===== src/rtl/ir_sequencer_if.sv =====
// ir_sequencer_if: control bundle between the sequencer and the memory/IR/PC/register-file datapath
interface ir_sequencer_if #(
  parameter int CNT_W = 16
);
  logic [15:0] Ir;
  logic MemReady, Stall, BranchTaken;
  logic MemRead, MemWrite, IrWe, ImmSel, PcWe, PcSel, RegWe, Halted, Fault;
  logic [CNT_W-1:0] InstrCount;
  modport master (
    input  Ir, MemReady, Stall, BranchTaken,
    output MemRead, MemWrite, IrWe, ImmSel, PcWe, PcSel, RegWe, Halted, Fault, InstrCount
  );
  modport slave (
    output Ir, MemReady, Stall, BranchTaken,
    input  MemRead, MemWrite, IrWe, ImmSel, PcWe, PcSel, RegWe, Halted, Fault, InstrCount
  );
endinterface


===== src/rtl/ir_sequencer.sv =====
// ir_sequencer: multi-cycle fetch/decode/execute control FSM; define FETCH_TIMEOUT_EN for a memory-wait timeout fault
module ir_sequencer #(
  parameter int OPC_W = 4,
  parameter int CNT_W = 16,
  parameter int TIMEOUT_CYCLES = 255
) (
  input logic Clock,
  input logic nReset,
  ir_sequencer_if.master bus
);
  typedef enum logic [2:0] {IDLE, FETCH, DECODE, EXEC, MEM_RD, MEM_WR, WB, HALT} state_t;
  localparam logic [OPC_W-1:0] OP_IMM = OPC_W'(8);
  localparam logic [OPC_W-1:0] OP_LD  = OPC_W'(10);
  localparam logic [OPC_W-1:0] OP_ST  = OPC_W'(11);
  localparam logic [OPC_W-1:0] OP_JMP = OPC_W'(12);
  localparam logic [OPC_W-1:0] OP_BR  = OPC_W'(13);
  localparam logic [OPC_W-1:0] OP_NOP = OPC_W'(14);
  localparam logic [OPC_W-1:0] OP_HLT = OPC_W'(15);
  state_t state, state_n;
  logic [OPC_W-1:0] opc;
  logic [CNT_W-1:0] count;
  logic imm_sel, retire, unused_ir;
  assign opc = bus.Ir[15 -: OPC_W];
  assign unused_ir = ^bus.Ir[15-OPC_W:0];
  assign bus.ImmSel = imm_sel;
  assign bus.InstrCount = count;
  assign bus.Halted = state == HALT;
`ifdef FETCH_TIMEOUT_EN
  localparam logic [7:0] TO_LAST = 8'(TIMEOUT_CYCLES - 1);
  logic [7:0] wcnt;
  logic fault, req, timeout;
  assign req = (state == FETCH && !bus.Stall) || state == MEM_RD || state == MEM_WR;
  assign timeout = req && !bus.MemReady && wcnt == TO_LAST;
  assign bus.Fault = fault;
  // Wait counter restarts whenever a wait state is entered; Stall cycles carry no request and do not count
  always_ff @(posedge Clock or negedge nReset)
    if (!nReset) begin
      wcnt <= '0;
      fault <= 1'b0;
    end else begin
      wcnt <= state_n != state ? '0 : (req && !bus.MemReady) ? wcnt + 1'b1 : wcnt;
      fault <= fault | timeout;
    end
`else
  localparam int unused_timeout = TIMEOUT_CYCLES;
  assign bus.Fault = 1'b0;
`endif
  // State register, latched immediate format and retired-instruction counter
  always_ff @(posedge Clock or negedge nReset)
    if (!nReset) begin
      state <= IDLE;
      imm_sel <= 1'b0;
      count <= '0;
    end else begin
      state <= state_n;
      if (state == DECODE) imm_sel <= opc >= OP_IMM && opc <= OP_ST;
      if (retire) count <= count + 1'b1;
    end
  // Next state and control strobes; only FETCH's IrWe/PcWe look at MemReady combinationally
  always_comb begin
    state_n = state;
    retire = 1'b0;
    bus.MemRead = 1'b0;
    bus.MemWrite = 1'b0;
    bus.IrWe = 1'b0;
    bus.PcWe = 1'b0;
    bus.PcSel = 1'b0;
    bus.RegWe = 1'b0;
    case (state)
      IDLE: state_n = FETCH;
      FETCH:
        if (!bus.Stall) begin
          bus.MemRead = 1'b1;
          bus.IrWe = bus.MemReady;
          bus.PcWe = bus.MemReady;
          state_n = bus.MemReady ? DECODE : FETCH;
        end
      DECODE: begin
        state_n = opc == OP_NOP ? FETCH : opc == OP_HLT ? HALT : EXEC;
        retire = opc == OP_NOP;
      end
      EXEC: begin
        bus.PcWe = opc == OP_JMP || (opc == OP_BR && bus.BranchTaken);
        bus.PcSel = opc == OP_JMP || (opc == OP_BR && bus.BranchTaken);
        state_n = opc == OP_LD ? MEM_RD : opc == OP_ST ? MEM_WR :
                  (opc == OP_JMP || opc == OP_BR) ? FETCH : WB;
        retire = opc == OP_JMP || opc == OP_BR;
      end
      MEM_RD: begin
        bus.MemRead = 1'b1;
        state_n = bus.MemReady ? WB : MEM_RD;
      end
      MEM_WR: begin
        bus.MemWrite = 1'b1;
        state_n = bus.MemReady ? FETCH : MEM_WR;
        retire = bus.MemReady;
      end
      WB: begin
        bus.RegWe = 1'b1;
        state_n = FETCH;
        retire = 1'b1;
      end
      HALT: state_n = HALT;
      default: state_n = IDLE;
    endcase
`ifdef FETCH_TIMEOUT_EN
    if (timeout) state_n = HALT;
`endif
  end
endmodule

===== src/flat_wrapper.sv =====
// flat-port wrapper written by rule: the top's interface ports become plain ports
module ir_sequencer_flat 
#(
  parameter int OPC_W = 4,
  parameter int CNT_W = 16,
  parameter int TIMEOUT_CYCLES = 255
)
  (Clock, nReset, bus_Ir, bus_MemReady, bus_Stall, bus_BranchTaken, bus_MemRead, bus_MemWrite, bus_IrWe, bus_ImmSel, bus_PcWe, bus_PcSel, bus_RegWe, bus_Halted, bus_Fault, bus_InstrCount);
  ir_sequencer_if #(.CNT_W(CNT_W)) bus_i ();
  input logic Clock;
  input logic nReset;
  input wire logic [$bits(bus_i.Ir)-1:0] bus_Ir;
  input wire logic [$bits(bus_i.MemReady)-1:0] bus_MemReady;
  input wire logic [$bits(bus_i.Stall)-1:0] bus_Stall;
  input wire logic [$bits(bus_i.BranchTaken)-1:0] bus_BranchTaken;
  output wire logic [$bits(bus_i.MemRead)-1:0] bus_MemRead;
  output wire logic [$bits(bus_i.MemWrite)-1:0] bus_MemWrite;
  output wire logic [$bits(bus_i.IrWe)-1:0] bus_IrWe;
  output wire logic [$bits(bus_i.ImmSel)-1:0] bus_ImmSel;
  output wire logic [$bits(bus_i.PcWe)-1:0] bus_PcWe;
  output wire logic [$bits(bus_i.PcSel)-1:0] bus_PcSel;
  output wire logic [$bits(bus_i.RegWe)-1:0] bus_RegWe;
  output wire logic [$bits(bus_i.Halted)-1:0] bus_Halted;
  output wire logic [$bits(bus_i.Fault)-1:0] bus_Fault;
  output wire logic [$bits(bus_i.InstrCount)-1:0] bus_InstrCount;
  assign bus_i.Ir = bus_Ir;
  assign bus_i.MemReady = bus_MemReady;
  assign bus_i.Stall = bus_Stall;
  assign bus_i.BranchTaken = bus_BranchTaken;
  assign bus_MemRead = bus_i.MemRead;
  assign bus_MemWrite = bus_i.MemWrite;
  assign bus_IrWe = bus_i.IrWe;
  assign bus_ImmSel = bus_i.ImmSel;
  assign bus_PcWe = bus_i.PcWe;
  assign bus_PcSel = bus_i.PcSel;
  assign bus_RegWe = bus_i.RegWe;
  assign bus_Halted = bus_i.Halted;
  assign bus_Fault = bus_i.Fault;
  assign bus_InstrCount = bus_i.InstrCount;
  ir_sequencer #(.OPC_W(OPC_W), .CNT_W(CNT_W), .TIMEOUT_CYCLES(TIMEOUT_CYCLES)) u_core (.Clock(Clock), .nReset(nReset), .bus(bus_i));
endmodule

===== config.mk =====
export PLATFORM = sky130hd
export DESIGN_NAME = ir_sequencer_flat
export DESIGN_NICKNAME = d
export VERILOG_FILES = /design/src/rtl/ir_sequencer_if.sv /design/src/rtl/ir_sequencer.sv /design/src/flat_wrapper.sv
export SDC_FILE = /design/constraint.sdc
export NUM_CORES = 1
export LEC_CHECK = 0
export ABC_AREA = 1
export CAP_MARGIN = 20
export CORE_MARGIN = 3
export CORE_UTILIZATION = 47
export CTS_BUF_LIST = sky130_fd_sc_hd__clkbuf_4
export DETAILED_ROUTE_END_ITERATION = 6
export GPL_TIMING_DRIVEN = 0
export PLACE_DENSITY = 0.82
export SLEW_MARGIN = 25
export SYNTH_ARGS = -nofsm -noshare
export SYNTH_HDL_FRONTEND = slang
export SYNTH_SLANG_ARGS = --single-unit
export TNS_END_PERCENT = 10

===== constraint.sdc =====
create_clock -name Clock -period 1.9 [get_ports Clock]
set_input_delay 0.38 -clock Clock [delete_from_list [all_inputs] [get_ports Clock]]
set_output_delay 0.38 -clock Clock [all_outputs]
set_load 0.03 [all_outputs]

==> flow_summary.yaml, run 1 <==
critical_path:
  cp_data_arrival_time_ns: 1.50
  crit_cells: 5
  crit_path_max_fanout: 5
  rr_startpoint: "u_core.bus.InstrCount[0]$_DFFE_PN0P_"
  cp-start-kind: "flip-flop"
  critical_path.top_delay_family: "flip-flops"
  r2r_cells: 7
  crit_end: "bus_PcWe"
  slowest_delay_ns: 0.49
  reg2reg_slack_ns: 0.33
  cp_slowest_cell: "dfrtp_1"
  required_ns: 1.52
  crit_start: "u_core.state[1]$_DFFE_PN0P_"
  crit_buf_inv: 2
  worstSetupPathType: "flip-flop to primary output"
  worstSetupEndpointType: "primary output"
  r2r-end: "u_core.bus.InstrCount[8]$_DFFE_PN0P_"
  crit_chain: "inv_2, nand3_1, nor3_4, or2_2, buf_6"
yosys:
  synth_top_area_share_pct: 36.5
  synthTopCellsByArea: "dfrtp_1 (37%), nand2_1 (20%), nand3_1 (10%)"
  synth.avg_cell_area_sq_um: 6.65
  ys_seq_elements: 20
  yosys_warnings: 0
  synth.distinct_cells: 24
  syn_nets: 228
  synthCells: 206
  synth_top_area_cell: "dfrtp_1"
  ys_seq_area_share_pct: 36.5
  syn_area_sq_mm: 0.00137
pwr:
  leakage_nw: 0.989
  total_power_mw: 1.64
  powerDensity_mw_per_mm2: 915
  worst_ir_drop_vdd_v: 0.000825
  p_clk_share_pct: 12.5
  p_int_uw: 872
  p_sw_uw: 766
  sequentialPowerShare_pct: 38.1
  combPwrFrac_pct: 49.4
  power.share.switching_pct: 46.8
outcome:
  status: "finished clean"
drt:
  drc: 0
  route.met2.wl_microns: 1440
  via_per_inst: 5.17
  dr.max_layer_used: "met4"
  wl_microns: 3200
  drt-met1-wl_microns: 1580
  wire_per_inst_microns: 11.8
  vias: 1407
  first_pass_iters: 4
  wl_met3_microns: 153
  antenna_left: 0
  detail_route.iter0.violations: 58
clock_tree:
  clk_latency_ns: 0.30
  cts_buffer_depth: 2
  htree_levels: 1
  clock-sinks: 20
  path_clk_slew_ns: 0.11
  cts_tree: "built"
  cts_buffers: 3
  cts_root_buf: "clkbuf_4"
layout:
  post-route-util_pct: 68.5
  area.sequential_sq_um: 502
  syn2layout_area_growth_pct: 30.7
  n_antenna_cell: 0
  multi_input_area_sq_um: 786
  num-fill-cells: 233
  layout.nets: 266
  drive_above_1_share_pct: 11.2
hold_path:
  hp-class: "input pin to flip-flop"
  min_path_cells: 3
die:
  die_area_sq_mm: 0.00360
  fp.dieW_microns: 60.0
  initial_core_util_pct: 52.4
  top_level_ports: 46
  coreArea_sq_mm: 0.00261
  fp.dieH_microns: 60.0
  fp-row-count: 18
grt:
  track_usage_pct: 18.8
  antenna_found_initial: 0
  grt_pass1_wl_microns: 5240
  grt_overflow_total: 0
  grt_pass1_vias: 1218
  grt_max_degree: 21
sta:
  rsz0062_at_grt: "true"
  skew_ns: 0.00699
  max_freq_mhz: 531
  fin_crit_ns: 1.88
  period_share_pct: 99.2
  slew_headroom_pct: 41.4
  setup_violations: 0
  hold_viol_final: 0
  tightestPinTransition_ns: 0.876
  slew_viol_final: 0
place:
  place_congestion: 0.838
  dp_hpwl_microns: 2410
  port_buffers: 32
job:
  cap_violations: 0
-- power by group through the flow --
stage | Sequential (mW) | Clock [mW] | Combinational [mW]
6_report | 0.624 | 0.205 | 0.809
2_1_floorplan | 0.690 | 0 | 0.460
4_1_cts | 0.612 | 0.211 | 0.796
5_1_grt | 0.640 | 0.228 | 0.884
3_5_place_dp | 0.619 | 0 | 0.821
3_3_place_gp | 0.619 | 0 | 0.811
-- synth_stat cells --
| library cell | count |
|---|---|
| xor2_1 | 5 |
| conb_1 | 1 |
| nand2_4 | 1 |
| a21oi_1 | 1 |
| buf_4 | 2 |
| xnor2_1 | 2 |
| nand2_1 | 74 |
| inv_1 | 19 |
| dfrtp_1 | 20 |
| nand4_1 | 6 |
| nor3_1 | 2 |
| clkbuf_1 | 1 |
| a21oi_4 | 1 |
| nand3_1 | 28 |
| or2_2 | 1 |
| inv_2 | 3 |
| nor2_1 | 26 |
| o21a_1 | 1 |
| nor2_2 | 1 |
| ha_1 | 1 |
| o221ai_1 | 1 |
| buf_6 | 1 |
| nand3_2 | 3 |
| o21ai_0 | 5 |
-- tightest hold or removal path, cell delays in order --
cell	delay (ns)
dlymetal6s2s_1	0.13
nand2_1	0.11
o21ai_0	0.10
-- per-stage QoR --
| stage | setup WS, ns | hold WS (ns) | area, sq um | setup TNS, ns | std cells |
|---|---|---|---|---|---|
| after global routing | -0.0634 | 0.465 | 1790 | -0.0786 | 272 |
| final | 0.0157 | 0.449 | 1790 | 0 | 272 |
| after CTS | -0.116 | 0.526 | 1750 | -0.285 | 271 |
| after detailed placement | -0.626 | 0.480 | 1740 | -2.89 | 268 |
| after floorplan | 0.127 | 0.0844 | 1380 | 0 | 206 |
| after global placement | -0.619 | 0.485 | 1740 | -2.69 | 268 |
-- routing by layer --
metal | vias to the layer above | GRT usage [%]
li1 | 727 | -
met1 | 637 | 26.1
met2 | 38 | 29.9
met3 | 5 | 2.81
met4 | 0 | 5.70
met5 | - | 0
-- worst min path at each step --
stage                     slack, ns                       endpoint                     startpoint
after global routing           0.46    u_core.state[2]$_DFFE_PN0P_                     bus_Ir[12]
after detailed placement       0.48  u_core.bus.ImmSel$_DFFE_PN0P_  u_core.bus.ImmSel$_DFFE_PN0P_
after CTS                      0.53  u_core.bus.ImmSel$_DFFE_PN0P_  u_core.bus.ImmSel$_DFFE_PN0P_
after global placement         0.48  u_core.bus.ImmSel$_DFFE_PN0P_  u_core.bus.ImmSel$_DFFE_PN0P_
after floorplan                0.08  u_core.bus.ImmSel$_DFFE_PN0P_                         nReset
final                          0.45  u_core.bus.ImmSel$_DFFE_PN0P_                     bus_Ir[15]
-- timing repair --
item                                    CTS  global route
buffers inserted                          0             1
cloned                                    0             0
pin swaps                                 0             2
endpoints found under the setup margin    8            10
resized for setup                        21            24
hold buffers                              0             0
-- logic make-up after synthesis --
family,Yosys count,share of synthesized area [%]
buffers and inverters,26,8.22
DFF,20,36.5
AOI/OAI and AO/OA,9,4.57
other,1,0.274
xor gates and xnor gates,7,4.47
and+or+nand+nor,142,45.0
adders and majority gates,1,0.913
-- cells in the final DEF, fill, tap and decap left out, types with 2 or more instances in the layout --
master	netlist	layout
inv_2	3	3
buf_6	1	2
nand4_1	6	6
dfrtp_1	20	19
buf_4	2	3
xnor2_1	2	2
nor2_1	26	25
nand3_1	28	28
inv_1	19	18
dlymetal6s2s_1	0	9
clkdlybuf4s50_1	0	14
clkbuf_4	0	3
nand2_1	74	73
buf_2	0	2
nand3_2	3	2
clkbuf_2	0	2
dlygate4sd2_1	0	3
xor2_1	5	5
o21ai_0	5	5
-- layout make-up --
class | instances | area share (%)
inverter | 22 | 4.75
buffer | 4 | 1.68
tap | 30 | 2.10
timing repair buffer | 33 | 18.3
clock buffer | 3 | 1.26
multi-input combinational | 160 | 43.9
sequential | 20 | 28.0
-- flip-flops by register name, summed over array words and instances, names as in the netlist --
name and count:
u_core.bus.InstrCount 16, u_core.state 3, u_core.bus.ImmSel 1
Note: power is estimated with default switching activity, not from simulation.
==> inputs of run 2 (changes only) <==
CELL_PAD_IN_SITES_DETAIL_PLACEMENT = 0   (was default)
CELL_PAD_IN_SITES_GLOBAL_PLACEMENT = 1   (was default)
CORE_UTILIZATION = 32   (was 47)
CTS_CLUSTER_SIZE = 25   (was default)
PLACE_DENSITY = default   (was 0.82)
PLACE_DENSITY_LB_ADDON = 0.1   (was default)
==> flow_summary.yaml, run 2 (synthesis results as in run 1) <==
layout:
  post-route-util_pct: 46.1
  n_antenna_cell: 0
  syn2layout_area_growth_pct: 36.6
  layout.nets: 271
  largest_register_ffs: 16
  final_cells: 297
  drive_above_1_share_pct: 14.2
  final_cell_mix: "nand2_1 (73), nand3_1 (28), nor2_1 (25), inv_1 (18), dfrtp_1 (17)"
  mostFrequentLayoutCell: "nand2_1"
sta:
  max_freq_mhz: 530
  slew_viol_final: 0
  period_share_pct: 99.4
  skew_ns: 0.00679
  setup_ws_ns: 0.0121
  setup_violations: 0
  fin_crit_ns: 1.89
  finalSetupTns_ns: 0
  rsz0062_at_grt: "true"
  hold_viol_final: 0
drt:
  antenna_left: 0
  first_pass_iters: 4
  vias: 1394
  wl_microns: 3600
  drc: 0
  wire_per_inst_microns: 12.1
  via_per_inst: 4.69
  detail_route.iter0.violations: 65
pwr:
  power.share.switching_pct: 46.3
  p_sw_uw: 783
  p_int_uw: 907
  total_power_mw: 1.69
  powerDensity_mw_per_mm2: 903
  p_clk_share_pct: 12.7
  worst_ir_drop_vdd_v: 0.000444
  sequentialPowerShare_pct: 36.7
  leakage_nw: 1.09
  combPwrFrac_pct: 50.6
outcome:
  status: "finished clean"
critical_path:
  critical_path.top_delay_family: "simple AND/OR/NAND/NOR gates"
  crit_buf_inv: 2
  worstSetupEndpointType: "primary output"
  rr_startpoint: "u_core.bus.InstrCount[0]$_DFFE_PN0P_"
  reg2reg_slack_ns: 0.32
  crit_end: "bus_PcWe"
  cp_data_arrival_time_ns: 1.51
  required_ns: 1.52
  cp-start-kind: "flip-flop"
  cp_slowest_cell: "dfrtp_2"
  crit_path_max_fanout: 5
  crit_cells: 5
  worstSetupPathType: "flip-flop to primary output"
  r2r-end: "u_core.bus.InstrCount[8]$_DFFE_PN0P_"
  slowest_delay_ns: 0.48
  crit_chain: "inv_2, nand3_1, nor3_4, or2_4, buf_6"
  r2r_cells: 7
  crit_start: "u_core.state[1]$_DFFE_PN0P_"
die:
  top_level_ports: 46
  coreArea_sq_mm: 0.00406
  fp.dieH_microns: 71.4
  die_area_sq_mm: 0.00510
  fp-row-count: 23
  initial_core_util_pct: 33.8
  fp.dieW_microns: 71.4
clock_tree:
  path_clk_slew_ns: 0.12
  htree_levels: 1
  cts_buffers: 3
  cts_buffer_depth: 2
  cts_tree: "built"
  cts_root_buf: "clkbuf_4"
  hold_buffers: 0
  clk_latency_ns: 0.31
  clock-sinks: 20
grt:
  grt_pass1_vias: 1337
  track_usage_pct: 14.9
  grt_overflow_total: 0
  grt_max_degree: 21
  antenna_found_initial: 0
  grt_pass1_wl_microns: 6190
job:
  cap_violations: 0
place:
  dpl.cell_count: 288
  dp_hpwl_microns: 2640
  port_buffers: 32
  place_congestion: 0.825
  dp_slack_ns: -0.635
hold_path:
  hp-class: "input pin to asynchronous set/reset pin"
## run 2: cell count changes in the layout (fill, tap and decap cells not counted), sizes merged
cell	delta
dlygate4sd2	+2
clkbuf	-1
clkdlybuf4s50	-5
buf	+6
dlymetal6s2s	+3
## run 2: worst min path at each step
stage / endpoint / cells after the start
final: u_core.bus.InstrCount[13]$_DFFE_PN0P_ / 1
after floorplan: u_core.bus.ImmSel$_DFFE_PN0P_ / 0
after detailed placement: u_core.bus.ImmSel$_DFFE_PN0P_ / 2
after global placement: u_core.bus.ImmSel$_DFFE_PN0P_ / 2
after global routing: u_core.bus.InstrCount[13]$_DFFE_PN0P_ / 1
after CTS: u_core.bus.ImmSel$_DFFE_PN0P_ / 2
## run 2: power by group through the flow
stage               sequential, mW  combinational, mW  clock [mW]
finish                       0.620              0.855       0.215
global route                 0.643              0.954       0.245
CTS                          0.614              0.815       0.228
detailed placement           0.620              0.832           0
global placement             0.623              0.832           0
floorplan                    0.690              0.460           0
## run 2: cell type report
type,count,area [sq um]
fill,427,2190
multi-input combinational,160,793
sequential,20,504
timing repair buffer,38,374
inverter,22,85.1
tap,50,62.6
buffer,4,30.0
clock buffer,3,22.5
## run 2: timing repair
item / 4_1_cts / 5_1_grt
setup buffers: 0 / 6
gates resized for setup: 25 / 29
pin swaps: 0 / 5
setup endpoints to repair: 9 / 17
## run 2: worst register-to-register path, delay by kind of cell, from the launching register on
| kind | cells | cell delay (ns) |
|---|---|---|
| flip-flops | 1 | 0.47 |
| buffers and inverters | 1 | 0.06 |
| XOR/XNOR | 1 | 0.14 |
| adder cells (fa/ha/maj) | 1 | 0.29 |
| AND/OR/NAND/NOR | 4 | 0.53 |
## run 2: metal layers
| metal | vias up | wire length [microns] | global-route usage, % | part of all wire (%) |
|---|---|---|---|---|
| met5 | - | 0 | 0 | 0 |
| met4 | 0 | 33 | 3.13 | 0.92 |
| met3 | 4 | 191 | 2.24 | 5.3 |
| met2 | 36 | 1740 | 25.9 | 48 |
| met1 | 618 | 1640 | 19.6 | 46 |
| li1 | 736 | - | - | - |
## run 2: metrics by stage
stage                     hold WS, ns  cell area [sq um]
final                          0.0102               1870
after global placement          0.482               1760
after global routing           0.0403               1870
after floorplan                0.0844               1380
after detailed placement        0.480               1760
after CTS                       0.515               1790
